$ cat config.mk
export PLATFORM = sky130hd
export DESIGN_NAME = csr_access_unit
export DESIGN_NICKNAME = d
export VERILOG_FILES = /design/src/rtl/csr_access_unit.sv
export SDC_FILE = /design/constraint.sdc
export NUM_CORES = 1
export LEC_CHECK = 0
export CAP_MARGIN = 20
export CORE_AREA = 8 8 197 199
export CTS_CLUSTER_SIZE = 24
export DETAILED_ROUTE_END_ITERATION = 6
export DIE_AREA = 0 0 205 207
export GPL_TIMING_DRIVEN = 0
export HOLD_SLACK_MARGIN = 0.1
export MAX_ROUTING_LAYER = met4
export SYNTH_ARGS = -nofsm -noshare
export SYNTH_HDL_FRONTEND = slang
export SYNTH_SLANG_ARGS = --single-unit
$ cat constraint.sdc
create_clock -name clk -period 2.15 [get_ports clk]
set_input_delay 0.3225 -clock clk [delete_from_list [all_inputs] [get_ports clk]]
set_output_delay 0.3225 -clock clk [all_outputs]
set_load 0.02 [all_outputs]
$ cat src/rtl/csr_access_unit.sv
// CSR commit unit: sequences csrrd/csrwr/csrxchg, ertn and traps against the CSR file.
// Optional privilege check on CSR ops and ertn is enabled by defining CSR_PRIV_CHECK_EN.
module csr_access_unit (
  input  logic        clk,
  input  logic        resetn,
  input  logic        req_valid,
  output logic        req_ready,
  input  logic [2:0]  req_op,
  input  logic [13:0] req_csr_num,
  input  logic [31:0] req_rd_value,
  input  logic [31:0] req_rj_value,
  input  logic [31:0] req_pc,
  input  logic [31:0] req_vaddr,
  input  logic        req_ex,
  input  logic [5:0]  req_ecode,
  input  logic [8:0]  req_esubcode,
  output logic        csr_re,
  output logic        csr_we,
  output logic [13:0] csr_num,
  output logic [31:0] csr_wmask,
  output logic [31:0] csr_wvalue,
  input  logic [31:0] csr_rvalue,
  output logic        wb_ex,
  output logic [5:0]  wb_ecode,
  output logic [8:0]  wb_esubcode,
  output logic [31:0] wb_pc,
  output logic [31:0] wb_vaddr,
  output logic        ertn_flush,
  input  logic [12:0] csr_estat_is,
  input  logic [12:0] csr_ecfg_lie,
  input  logic        csr_crmd_ie,
  input  logic [1:0]  csr_crmd_plv,
  input  logic [31:0] csr_era,
  input  logic [31:0] csr_eentry,
  output logic        resp_valid,
  input  logic        resp_ready,
  output logic [31:0] resp_rd_wdata,
  output logic        flush,
  output logic [31:0] flush_target
);

  localparam logic [2:0] OP_NOP   = 3'd0;
  localparam logic [2:0] OP_RD    = 3'd1;
  localparam logic [2:0] OP_WR    = 3'd2;
  localparam logic [2:0] OP_XCHG  = 3'd3;
  localparam logic [2:0] OP_ERTN  = 3'd4;
  localparam logic [2:0] OP_SYS   = 3'd5;
  localparam logic [2:0] OP_BRK   = 3'd6;
  localparam logic [2:0] OP_RSVD  = 3'd7;
  localparam logic [5:0] ECODE_INT = 6'h00;
  localparam logic [5:0] ECODE_SYS = 6'h0B;
  localparam logic [5:0] ECODE_BRK = 6'h0C;
  localparam logic [5:0] ECODE_INE = 6'h0D;
`ifdef CSR_PRIV_CHECK_EN
  localparam logic [5:0] ECODE_IPE = 6'h0E;
`endif

  typedef enum logic [1:0] {IDLE, ACT, RESP, FLUSH} state_t;

  state_t      state, state_nxt;
  logic [2:0]  lat_op, lat_op_nxt;
  logic        lat_trap, lat_trap_nxt;
  logic        req_ready_nxt, csr_re_nxt, csr_we_nxt, wb_ex_nxt, ertn_flush_nxt;
  logic        resp_valid_nxt, flush_nxt;
  logic [13:0] csr_num_nxt;
  logic [31:0] csr_wmask_nxt, csr_wvalue_nxt, wb_pc_nxt, wb_vaddr_nxt;
  logic [31:0] resp_rd_wdata_nxt, flush_target_nxt;
  logic [5:0]  wb_ecode_nxt;
  logic [8:0]  wb_esubcode_nxt;

  logic        transfer, int_now, dec_trap;
  logic [5:0]  dec_ecode;
  logic [8:0]  dec_esub;

  assign transfer = req_valid & req_ready;
  assign int_now  = csr_crmd_ie & (|(csr_estat_is & csr_ecfg_lie));

  // Trap decode of the incoming request, evaluated at transfer time
  always_comb begin
    dec_trap  = 1'b1;
    dec_ecode = ECODE_INT;
    dec_esub  = 9'd0;
    if (int_now) begin
      dec_ecode = ECODE_INT;
    end else if (req_ex) begin
      dec_ecode = req_ecode;
      dec_esub  = req_esubcode;
`ifdef CSR_PRIV_CHECK_EN
    end else if ((req_op == OP_RD || req_op == OP_WR || req_op == OP_XCHG ||
                  req_op == OP_ERTN) && csr_crmd_plv != 2'd0) begin
      dec_ecode = ECODE_IPE;
`endif
    end else if (req_op == OP_RSVD) begin
      dec_ecode = ECODE_INE;
    end else if (req_op == OP_SYS) begin
      dec_ecode = ECODE_SYS;
    end else if (req_op == OP_BRK) begin
      dec_ecode = ECODE_BRK;
    end else begin
      dec_trap = 1'b0;
    end
  end

`ifndef CSR_PRIV_CHECK_EN
  logic unused_plv;
  assign unused_plv = ^csr_crmd_plv;
`endif

  always_ff @(posedge clk) begin
    if (!resetn) state <= IDLE;
    else         state <= state_nxt;
  end

  // Next state and next values of the registered outputs
  always_comb begin
    state_nxt         = state;
    lat_op_nxt        = lat_op;
    lat_trap_nxt      = lat_trap;
    csr_re_nxt        = 1'b0;
    csr_we_nxt        = 1'b0;
    csr_num_nxt       = 14'd0;
    csr_wmask_nxt     = 32'd0;
    csr_wvalue_nxt    = 32'd0;
    wb_ex_nxt         = 1'b0;
    wb_ecode_nxt      = 6'd0;
    wb_esubcode_nxt   = 9'd0;
    wb_pc_nxt         = 32'd0;
    wb_vaddr_nxt      = 32'd0;
    ertn_flush_nxt    = 1'b0;
    resp_valid_nxt    = 1'b0;
    resp_rd_wdata_nxt = resp_rd_wdata;
    flush_nxt         = 1'b0;
    flush_target_nxt  = 32'd0;
    case (state)
      IDLE: begin
        if (transfer) begin
          state_nxt    = ACT;
          lat_op_nxt   = req_op;
          lat_trap_nxt = dec_trap;
          if (dec_trap) begin
            wb_ex_nxt       = 1'b1;
            wb_ecode_nxt    = dec_ecode;
            wb_esubcode_nxt = dec_esub;
            wb_pc_nxt       = req_pc;
            wb_vaddr_nxt    = req_vaddr;
          end else begin
            case (req_op)
              OP_RD: begin
                csr_re_nxt  = 1'b1;
                csr_num_nxt = req_csr_num;
              end
              OP_WR, OP_XCHG: begin
                csr_re_nxt     = 1'b1;
                csr_we_nxt     = 1'b1;
                csr_num_nxt    = req_csr_num;
                csr_wmask_nxt  = (req_op == OP_WR) ? 32'hFFFF_FFFF : req_rj_value;
                csr_wvalue_nxt = req_rd_value;
              end
              OP_ERTN: ertn_flush_nxt = 1'b1;
              default: ;
            endcase
          end
        end
      end
      ACT: begin
        if (lat_trap) begin
          state_nxt        = FLUSH;
          flush_nxt        = 1'b1;
          flush_target_nxt = csr_eentry;
        end else begin
          case (lat_op)
            OP_RD, OP_WR, OP_XCHG: begin
              state_nxt         = RESP;
              resp_valid_nxt    = 1'b1;
              resp_rd_wdata_nxt = csr_rvalue;
            end
            OP_ERTN: begin
              state_nxt        = FLUSH;
              flush_nxt        = 1'b1;
              flush_target_nxt = csr_era;
            end
            default: state_nxt = IDLE;
          endcase
        end
      end
      RESP: begin
        if (resp_ready) state_nxt = IDLE;
        else            resp_valid_nxt = 1'b1;
      end
      FLUSH: state_nxt = IDLE;
      default: state_nxt = IDLE;
    endcase
    req_ready_nxt = (state_nxt == IDLE);
  end

  always_ff @(posedge clk) begin
    if (!resetn) begin
      lat_op        <= OP_NOP;
      lat_trap      <= 1'b0;
      req_ready     <= 1'b0;
      csr_re        <= 1'b0;
      csr_we        <= 1'b0;
      csr_num       <= 14'd0;
      csr_wmask     <= 32'd0;
      csr_wvalue    <= 32'd0;
      wb_ex         <= 1'b0;
      wb_ecode      <= 6'd0;
      wb_esubcode   <= 9'd0;
      wb_pc         <= 32'd0;
      wb_vaddr      <= 32'd0;
      ertn_flush    <= 1'b0;
      resp_valid    <= 1'b0;
      resp_rd_wdata <= 32'd0;
      flush         <= 1'b0;
      flush_target  <= 32'd0;
    end else begin
      lat_op        <= lat_op_nxt;
      lat_trap      <= lat_trap_nxt;
      req_ready     <= req_ready_nxt;
      csr_re        <= csr_re_nxt;
      csr_we        <= csr_we_nxt;
      csr_num       <= csr_num_nxt;
      csr_wmask     <= csr_wmask_nxt;
      csr_wvalue    <= csr_wvalue_nxt;
      wb_ex         <= wb_ex_nxt;
      wb_ecode      <= wb_ecode_nxt;
      wb_esubcode   <= wb_esubcode_nxt;
      wb_pc         <= wb_pc_nxt;
      wb_vaddr      <= wb_vaddr_nxt;
      ertn_flush    <= ertn_flush_nxt;
      resp_valid    <= resp_valid_nxt;
      resp_rd_wdata <= resp_rd_wdata_nxt;
      flush         <= flush_nxt;
      flush_target  <= flush_target_nxt;
    end
  end

endmodule

* Word-level counts from Yosys, hierarchy flattened
Cells that the tools add are included.
** Operators by class
- Eq/ne operators :: 14
- Multiply operators :: 0
- Reductions and logical operators :: 16
- $add $sub $neg :: 0
- Muxes and demuxes :: 27
- Bitwise operators :: 11
- Divide/modulo/power cells :: 0
- Shifts and indexed selects :: 0
- $lt $le $gt $ge :: 0
** Operator list (count)
- $mux 32 :: 3
- $eq 3x3->1 const B :: 5
- $reduce_or 5->1 :: 3
- $mux 1 :: 14
- $and 13x13->13 :: 1
- $reduce_or 13->1 :: 1
- $eq 3x2->1 const B :: 4
- $mux 4 :: 3
- $not 1->1 :: 8
- $pmux 2 s4 :: 1
- $eq 3x1->1 const B :: 2
- $mux 2 :: 3
- $mux 6 :: 1
- $reduce_and 3->1 :: 2
- $reduce_or 3->1 :: 2
- $reduce_or 6->1 :: 1
- $eq 2x2->1 const B :: 2
- $logic_not 2->1 :: 2
- $pmux 2 s2 :: 1
- $reduce_and 2->1 :: 2
- $reduce_and 4->1 :: 1
- $reduce_or 4->1 :: 1
- $and 1x1->1 :: 2
- $eq 2x1->1 const B :: 1
- other kinds (2) :: 2
** Storage, ports and cells
- Bits in latches :: 0
- Output and inout port bits :: 228
- Memories :: 0
- RAM bits :: 0
- Memory bits (read-only) :: 0
- Logic and storage cells :: 87
- Register bits :: 234

* Depth between registers and ports, before layout
- Depth in word-level cells :: 8
- Mapped depth :: 8
- Mapped depth without buffers :: 6

* Worst setup path after synthesis
No wires, ideal clock.
- Kind :: reg2reg
- From :: reg state[0]
- To :: reg wb_pc[23]
- Arrival time :: 1541 ps
- Path buffers :: 2
- Slack :: 474 ps
- Clock period less this slack :: 1676 ps
- Setup time :: 135 ps
- Cell stages (with the launch flop) :: 8
- Data required time :: 2015 ps
- Cell sequence :: dfxtp_1 -> inv_1 -> ha_1 -> and4_1 -> nand2_1 -> clkbuf_1 -> clkbuf_1 -> a21boi_0
** Between the ends
- Longest elaborated chain between the ends :: 2
** Ends and longest elaborated chain
- start: declaration :: RTL line 60 : state_t state, state_nxt;
- start signal: assignment :: RTL line 111 : else state <= state_nxt;
- $logic_not 2->1 :: RTL line 134 : case (state)
- $reduce_and 4->1 (no source line)
- end signal: assignment :: RTL line 228 : wb_pc <= wb_pc_nxt;
- end: declaration :: RTL line 26 : output logic [31:0] wb_pc,
Every way passes these cells.
A chain may end at the register's enable or synchronous reset.

* Final worst setup path
- From :: reg state[0]
- To :: reg csr_wvalue[13]
** Between the ends
- Longest elaborated chain between the ends :: 3
** Ends and longest elaborated chain
- $logic_not 2->1 :: RTL line 134
- $not 1->1 (no source line)
- $reduce_or 5->1 (no source line)
- end signal: assignment :: RTL line 224 : csr_wvalue <= csr_wvalue_nxt;
- end: declaration :: RTL line 21 : output logic [31:0] csr_wvalue,
Every way passes these cells.

==> flow_metrics.py <==
metrics = {
    "place": {
        "preCtsSetupSlack_ns": -0.678,
        "dpl.hpwl_um": 27800,
        "gp_congestion": 0.880,
        "port_buffers": 515,
    },
    "global_routing": {
        "antenna_found_initial": 3,
        "track_usage_pct": 15.5,
        "overflow": 0,
        "grt_pass1_vias": 7853,
        "grt_pass1_wl_um": 49000,
        "grt_start_max_net_pins": 14,
    },
    "clock_tree": {
        "cts.sinks": 234,
        "cts_buffer_depth": 3,
        "clock_tree.root_cell": "clkbuf_16",
        "cts_tree": "yes",
        "cts_buffers": 27,
        "ctsHoldBuffers": 0,
        "clk_pin_slew_ns": 0.06,
        "htree_levels": 1,
        "clk-insertion-delay-late_ns": 0.53,
        "post_cts_buffers": 0,
    },
    "logic_synthesis": {
        "yosysSeqAreaShare_pct": 61.3,
        "synth.top_cell.area_share_pct": 61.3,
        "synth_flop_cell": "dfxtp_1",
        "ys_seq_elements": 234,
        "netlist-cell-type-count": 39,
        "synth_most_common_cell": "dfxtp_1",
        "synth.avg_cell_area_um2": 11.1,
        "yosysTopAreaCell": "dfxtp_1",
        "synthArstFlopShare_pct": 0,
        "synth_cells": 686,
        "synth_nets": 979,
        "yosysWarnings": 0,
        "synthTopCellsByArea": "dfxtp_1 (61%), a21boi_0 (8.1%), o2111a_1 (4.7%), mux2i_1 (4.5%), and4_1 (3.8%)",
        "synth_common_cells": "dfxtp_1 (234), a21boi_0 (82), nand2_1 (72)",
        "synth_edf_count": 0,
        "syn-cell-area_um2": 7640,
    },
    "critical_path": {
        "reg2reg_to": "csr_wvalue[13]$_SDFF_PP0_",
        "end_kind": "flip-flop",
        "cp.arrival_ns": 2.47,
        "cp_max_fo": 10,
        "rrSetupSlack_ns": 0.14,
        "critPathKind": "reg2reg",
        "rr_startpoint": "state[0]$_SDFF_PN0_",
        "ff2ff_path_depth": 8,
        "worstPathRequired_ns": 2.60,
        "start_kind": "flip-flop",
    },
    "cells_and_area": {
        "drive_gt1_share_pct": 6.08,
        "fillers": 3556,
        "final_nets": 1524,
        "syn_to_final_growth_pct": 88.3,
    },
    "drt": {
        "routed_wirelength_um": 34400,
        "dr.pass1.iters": 6,
        "drt_iter0_drc": 211,
        "vias": 7261,
        "wire_per_inst_um": 20.0,
        "ant_nets": 0,
        "via_per_inst": 4.22,
        "drc_errors": 0,
    },
    "floorplan": {
        "io_pins": 518,
        "dieArea_um2": 42400,
        "rows": 70,
        "die_w_um": 205,
        "dieHeight_um": 207,
        "core_um2": 35900,
        "start_util_pct": 21.3,
    },
    "worst_hold_path": {
        "holdPathStages": 3,
        "hp-start": "csr_rvalue[9]",
        "min_path_type": "in2reg",
        "min_to": "resp_rd_wdata[9]$_SDFFE_PN0P_",
    },
    "sta": {
        "worst_slew_pin_slew_ns": 0.749,
        "finalMaxSlewViolations": 0,
        "setup_total_negative_slack_ns": 0,
        "hold_violations": 0,
        "fin_crit_sh_pct": 93.7,
        "max_clock_freq_ghz": 0.497,
        "finalSetupViolations": 0,
        "hold_slack_ns": 0.333,
        "period_needed_ns": 2.01,
        "fin_skew_ns": 0.00839,
        "layout_setup_ws_ns": 0.136,
        "relSlewSlack_pct": 50.1,
    },
    "power_and_ir_drop": {
        "p_per_area_nw_per_um2": 813,
        "vdd_drop_max_v": 0.000837,
        "leakage_nw": 5.38,
    },
    "run_status": {
        "status": "finished, final reports clean",
    },
    "flow_run": {
        "drv_cap": 0,
    },
}
## layout by cell type, fill, tap and decap left out, types with 2 or more instances in the layout
cell type and instances:
a211oi_1 3, clkdlybuf4s50_1 515, nand4_1 2, and3_1 26, bufinv_16 5, nand2b_1 2, a21oi_1 6, clkbuf_1 43
nor3b_1 3, ha_1 2, a21boi_1 14, clkbuf_16 28, dfxtp_1 234, nand2_1 72, a21boi_0 82, diode_2 3
nand3_1 4, inv_2 2, mux2i_1 34, clkinv_2 4, inv_1 3, nor2_1 38, and2_1 4, clkbuf_2 5
clkbuf_8 2, o21ai_0 4, buf_1 2, nor2b_1 3, and4_1 32, buf_2 12, buf_4 4, a22oi_1 4
o2111a_1 32
## how the worst max path moves through the flow
stage | endpoint | startpoint | cells past startpoint | slack, ns
detailed placement | wb_pc[27]$_SDFF_PN0_ | req_op[2] | 7 | -0.68
CTS | csr_wvalue[13]$_SDFF_PP0_ | state[0]$_SDFF_PN0_ | 8 | -0.002
floorplan | wb_pc[23]$_SDFF_PN0_ | state[0]$_SDFF_PN0_ | 7 | 0.47
global placement | wb_pc[27]$_SDFF_PN0_ | req_op[2] | 7 | -0.72
global route | csr_wvalue[27]$_SDFF_PP0_ | state[0]$_SDFF_PN0_ | 7 | -0.0008
finish | csr_wvalue[13]$_SDFF_PP0_ | state[0]$_SDFF_PN0_ | 8 | 0.14
## flip-flops by register name, summed over array words and instances (netlist names), 2 cells and up
name and cells:
wb_ecode 6, wb_esubcode 9, csr_wvalue 32, flush_target 32, resp_rd_wdata 32, state 2
csr_wmask 32, csr_num 14, wb_vaddr 32, lat_op 3, wb_pc 32
## per-stage QoR
stage / utilization (%) / std cells / instance area (um2) / total power, mW
6_report: 40.1 / 1720 / 14400 / 11.7
5_1_grt: 40.1 / 1720 / 14400 / 12.2
4_1_cts: 39.9 / 1716 / 14300 / 11.9
3_5_place_dp: 37.3 / 1669 / 13400 / 6.94
3_3_place_gp: 37.3 / 1669 / 13400 / 6.92
2_1_floorplan: - / 686 / 7640 / 5.69
## final cells by class
class                      instances  area (um2)  area share (%)
timing repair buffer             516        5180            36.0
sequential                       234        4680            32.5
multi-input combinational        385        2710            18.8
clock buffer                      35         726            5.04
tap                              468         586            4.07
buffer                            62         284            1.97
clock inverter                    12         203            1.41
inverter                           5        18.8           0.130
antenna                            3        7.51          0.0521
## repair_timing
action	in CTS	in global routing
pin swaps	0	1
endpoints found under the setup margin	59	125
hold endpoints to repair	0	0
gates resized for setup	6	15
cloned	0	1
## where the power goes
group	switching (mW)	leakage (nW)	internal [mW]	total [mW]
clock	1.86	0.452	2.98	4.83
sequential	0.0950	1.89	4.57	4.66
combinational	1.06	3.04	1.16	2.21
## worst max-delay path, stage by stage (launching register included)
cell     delay, ns
dfxtp_1       0.33
inv_2         0.10
ha_4          0.18
and4_4        0.25
nand4_1       0.14
o22ai_4       0.30
buf_8         0.17
buf_4         0.19
and4_1        0.27
## layer usage
layer,up-vias,wire length [um],track usage [%]
li1,3513,-,-
met3,61,3420,6.02
met2,363,16900,26.8
met1,3324,12700,15.4
met5,-,0,-
met4,0,1300,6.14
## logic make-up after synthesis
group           after synthesis  synth area share, %
compound gates              154                 16.6
fa+ha+maj                     3                0.491
simple gates                194                 13.5
mux                          34                 4.45
flops                       234                 61.3
buf+inv                      67                 3.72
Note: power is estimated with default switching activity, not from simulation.
